<file path="config.mk">
export PLATFORM = sky130hd
export DESIGN_NAME = ora
export DESIGN_NICKNAME = d
export VERILOG_FILES = /design/src/rtl/ora.sv
export SDC_FILE = /design/constraint.sdc
export NUM_CORES = 1
export LEC_CHECK = 0
export BUFFER_PORTS_ARGS = -buffer_cell sky130_fd_sc_hd__buf_2
export CAP_MARGIN = 5
export CORE_MARGIN = 3
export CORE_UTILIZATION = 49
export DETAILED_ROUTE_END_ITERATION = 12
export PLACE_DENSITY = 0.82
export SETUP_SLACK_MARGIN = 0.2
export SLEW_MARGIN = 20
export SYNTH_ARGS = -nofsm -noshare
export SYNTH_HDL_FRONTEND = slang
export SYNTH_SLANG_ARGS = --single-unit
</file>
<file path="constraint.sdc">
create_clock -name clk -period 1.7 [get_ports clk]
set_clock_uncertainty 0.15 [all_clocks]
set_input_delay 0.17 -clock clk [delete_from_list [all_inputs] [get_ports clk]]
set_output_delay 0.17 -clock clk [all_outputs]
set_load 0.005 [all_outputs]
</file>
<file path="src/rtl/ora.sv">
// ora: output response analyser. Compacts a fixed number of CUT response
// words into a MISR signature after a configurable flush delay, then flags
// whether the final signature matches the expected golden value.
module ora #(
    parameter int                 IN_BITS    = 4,
    parameter logic [IN_BITS-1:0] POLY       = IN_BITS'(4'b0011),
    parameter int                 N_PATTERNS = 15,
    parameter int                 LATENCY    = 2,
    parameter logic [IN_BITS-1:0] GOLDEN     = '0
) (
    input  logic               clk,
    input  logic               rst,
    input  logic               start,
    input  logic               resp_en,
    input  logic [IN_BITS-1:0] resp,
    output logic [IN_BITS-1:0] signature,
    output logic               busy,
    output logic               done,
    output logic               pass
);

    localparam int CNT_W = $clog2(N_PATTERNS + 1);
    localparam logic [CNT_W-1:0] PAT_LAST   = CNT_W'(N_PATTERNS - 1);
    localparam logic [3:0]       FLUSH_LAST = (LATENCY > 0) ? 4'(LATENCY - 1) : 4'd0;

    typedef enum logic [1:0] {
        S_IDLE    = 2'd0,
        S_FLUSH   = 2'd1,
        S_COMPACT = 2'd2,
        S_DONE    = 2'd3
    } state_t;

    state_t             r_state;
    state_t             w_state_nxt;
    logic [IN_BITS-1:0] r_sig;
    logic [IN_BITS-1:0] w_sig_nxt;
    logic [IN_BITS-1:0] w_misr;
    logic               r_pass;
    logic               w_pass_nxt;
    logic [3:0]         r_flush_cnt;
    logic [3:0]         w_flush_nxt;
    logic [CNT_W-1:0]   r_pat_cnt;
    logic [CNT_W-1:0]   w_pat_nxt;

    // One MISR step: shift left, fold the MSB back through the taps, XOR in
    // the response. Pure XOR arithmetic, nothing carries between bits.
    function automatic logic [IN_BITS-1:0] misr_step(
        input logic [IN_BITS-1:0] s,
        input logic [IN_BITS-1:0] r
    );
        logic f;
        f = s[IN_BITS-1];
        return (s << 1) ^ (POLY & {IN_BITS{f}}) ^ r;
    endfunction

    assign w_misr = misr_step(r_sig, resp);

    // State register
    always_ff @(posedge clk or negedge rst) begin
        if (!rst) begin
            r_state <= S_IDLE;
        end else begin
            r_state <= w_state_nxt;
        end
    end

    // Signature, pass flag and counters; all cleared by reset so an abandoned
    // run leaves nothing behind.
    always_ff @(posedge clk or negedge rst) begin
        if (!rst) begin
            r_sig       <= '0;
            r_pass      <= 1'b0;
            r_flush_cnt <= 4'd0;
            r_pat_cnt   <= '0;
        end else begin
            r_sig       <= w_sig_nxt;
            r_pass      <= w_pass_nxt;
            r_flush_cnt <= w_flush_nxt;
            r_pat_cnt   <= w_pat_nxt;
        end
    end

    // Next-state and datapath update; start is honoured only when not busy.
    always_comb begin
        w_state_nxt = r_state;
        w_sig_nxt   = r_sig;
        w_pass_nxt  = r_pass;
        w_flush_nxt = r_flush_cnt;
        w_pat_nxt   = r_pat_cnt;
        case (r_state)
            S_IDLE, S_DONE: begin
                if (start) begin
                    w_sig_nxt   = '0;
                    w_pass_nxt  = 1'b0;
                    w_flush_nxt = 4'd0;
                    w_pat_nxt   = '0;
                    w_state_nxt = (LATENCY > 0) ? S_FLUSH : S_COMPACT;
                end
            end
            S_FLUSH: begin
                // Discard cycles while the first pattern travels through the
                // TPG register and the CUT.
                if (r_flush_cnt == FLUSH_LAST) begin
                    w_flush_nxt = 4'd0;
                    w_state_nxt = S_COMPACT;
                end else begin
                    w_flush_nxt = r_flush_cnt + 4'd1;
                end
            end
            S_COMPACT: begin
                if (resp_en) begin
                    w_sig_nxt = w_misr;
                    w_pat_nxt = r_pat_cnt + CNT_W'(1);
                    if (r_pat_cnt == PAT_LAST) begin
                        w_state_nxt = S_DONE;
                        w_pass_nxt  = (w_misr == GOLDEN);
                    end
                end
            end
            default: begin
                w_state_nxt = S_IDLE;
            end
        endcase
    end

    assign signature = r_sig;
    assign busy      = (r_state == S_FLUSH) || (r_state == S_COMPACT);
    assign done      = (r_state == S_DONE);
    assign pass      = r_pass;

endmodule

</file>
==> impl_results.md <==
* Status: finished with violations
* Failing checks: negative setup slack
* Vias at 807
* CP max FO at 5
* Die Y at 50.3 um
* Flops & latches, synth at 15
* Post-detail-place hpwl at 1480 um
* Critical Path Start Type: flop
* Yosys top cell by area: dfrtp_1
* Initial DRT Pass Iterations at 4
* Root buffer cell: clkbuf_4
* Vias in the first global route at 805
* Buffers plus inverters on the worst setup path at 0
* Clock latency on the worst-skew pair at 0.29 ns
* Number of enable flip-flop cells after synthesis at 0
* Iter 0 DRT Violations at 14
* Largest net degree at the start of global routing at 16
* Nets at 149
* Antenna fix cells at 0
* Logic gate share of total power at 70.4%
* Hold WC Path Type: primary input to flop
* Placed Instance Area at 1140 um^2
* Number of core rows at 15
* Final Max Tran Viols at 0
* Critical-path top delay cell: dfrtp_2
* Post-Layout Inst Area at 1360 um^2
* CTS Sinks at 15
* Final core occ at 76.2%
* Routed len/inst at 14.3 um
* CTS Buf Count at 3
* Drt via density at 5.17
* CP cell instances: ha_4 > or2b_4 > nand3_2 > mux2i_1 > a22o_1
* Fin. Hold Viols at 0
* Period utilization at 101%
* Final worst setup slack at -0.0118 ns
* Top-area cell type share of the netlist area at 39.0%
* Synthesized area per cell at 10.1 um^2
* Die area at 2530 um^2
* PwrDens at 1990 nW/um^2
* Chip Width at 50.3 um
* Total chip power at 2.70 mW
* Synth area leaders: dfrtp_1, ha_1, nand2_1
* RSZ-0062 raised after global routing: yes
* Switching share of total power at 43.0%
* Hold Slack at 0.0451 ns
* Number of max-cap violations at 0
* CTS tree: done
* H-tree lvl count at 1
* Place WS at 0.00453 ns
* R2r setup slk at -0.01 ns
* Starting density of the core at 54.0%
* # DRC at 0
* Period minus WS final at 1.71 ns
* Fillcell total at 118
* Cell internal pwr at 1.54 mW
* Sw Pwr at 1.16 mW
* Clock Path Buffers at 2
* CP peak stage delay at 0.46 ns
* I/O Buffers at 14
* Count leader, synth: nand2_1
* Clock transition at path regs at 0.09 ns
* Routed Antenna Nets at 0
* Synthesized area at 962 um^2
* Syn Nets at 112
* Crit Path Class: flop to flop
* Synth cell types at 33
* Worst Max-Slew Pin Slew at 0.378 ns
* Routed WL at 2230 um
* Initial antenna violation count at 0
* Asr flop ratio synth at 100%
* Core Box Area at 1780 um^2
* Synth Warn # at 0
* Required time worst endpoint at 1.72 ns
* Leakage power at 0.639 nW
* Family with the most delay on the worst path: flip-flops
* Fmax at 584 MHz
* GPL Wtd Cong at 0.826
* I/O pin count at 15
* Mapped Cells at 95
* Gr ovfl total at 0
* Part of the power in registers at 21.9%
* Post-synth top cells: nand2_1, dfrtp_1, ha_1
* Layout cells sized above 1 at 51.1%
* Seq/Total Area, Yosys at 39.0%
* First-pass GRT wire length at 3450 um
* Peak VDD IR at 1.45 mV
* Final setup fails at 2
* Crit path arrival time at 1.73 ns
* Worst setup EP type: flop
* Power share of the clock group at 7.6%
* Area growth syn-to-layout at 41.2%
* Post-synth top flop: dfrtp_1
* Gr usage total at 17.8%
* Worst slew margin at 74.8%
## cells in the final DEF (no fill, tap or decap), drive strengths merged
cell type    count
a32o             1
a311oi           1
nor2             2
nor3             1
nand3            6
o31ai            2
a22o             2
o21bai           1
nor2b            2
xnor2            2
a21o             1
nor4b            2
a21oi            2
ha               9
mux2             2
clkbuf           4
mux2i            3
nand4            1
xor2             4
nand2b           1
or2              1
dlygate4sd3      1
dfrtp           15
buf             32
or2b             1
o21ai            8
nand2           17
inv              7
## cells by family (layout without fill, tap and decap cells)
family / Yosys count / after routing / synth area share [%]
AOI/OAI and AO/OA: 18 / 18 / 15.5
and+or+nand+nor: 34 / 34 / 18.6
DFF: 15 / 15 / 39.0
buffers and inverters: 8 / 44 / 3.90
adders and majority gates: 9 / 9 / 11.7
xor gates and xnor gates: 6 / 6 / 5.46
muxes: 5 / 5 / 5.85
## repair_timing
item                       CTS  global route
resized for setup            7            14
pin swaps                    5             9
hold endpoints to repair    15             0
setup buffers                6             6
setup endpoints to repair   16            17
hold buffers                 1             0
## state kept, by name (all words and copies together), names as in the netlist
register,cells
r_state,2
r_pat_cnt,4
pass,1
signature,4
r_flush_cnt,4
## metal layers
| layer | wire length, um | share of wire [%] | global-route usage (%) | vias up |
|---|---|---|---|---|
| met5 | 0 | 0 | 0 | - |
| met4 | 28 | 1.3 | 5.83 | 0 |
| met3 | 56 | 2.5 | 2.97 | 5 |
| met2 | 1160 | 52 | 32.4 | 14 |
| met1 | 987 | 44 | 21.0 | 390 |
| li1 | - | - | - | 398 |
## worst paths after layout
path | start | to | depth (start not counted)
max | r_state[1] | r_pat_cnt[2] | 5
min | resp[2] | signature[2] | 4
max reg2reg | r_state[1] | r_pat_cnt[2] | 5
min reg2reg | pass | pass | 1
max in group asynchronous | rst | r_state[1] | 2
min in group asynchronous | rst | signature[1] | 2
## cell type report
cell class,instances,area [um^2],share of cell area [%]
inverter,7,31.3,2.30
multi-input combinational,72,668,49.2
tap,25,31.3,2.30
sequential,15,377,27.7
clock buffer,4,26.3,1.93
timing repair buffer,33,225,16.6
## power by group through the flow
stage,logic [mW],clock network [mW],registers (mW)
2_1_floorplan,0.954,0,0.607
3_3_place_gp,1.29,0,0.590
3_5_place_dp,1.33,0,0.600
4_1_cts,1.55,0.210,0.589
5_1_grt,2.07,0.235,0.614
6_report,1.90,0.206,0.593
## worst min-delay path: stages
cell and delay, ns:
buf_2 0.09, xor2_1 0.07, nand2_1 0.08, o21ai_2 0.05
## through the flow
step / instances / TNS, ns
after floorplan: 95 / 0
after global placement: 139 / 0
after detailed placement: 139 / 0
after CTS: 150 / 0
after global routing: 156 / -0.224
final: 156 / -0.0149
Note: power is estimated with default switching activity, not from simulation.
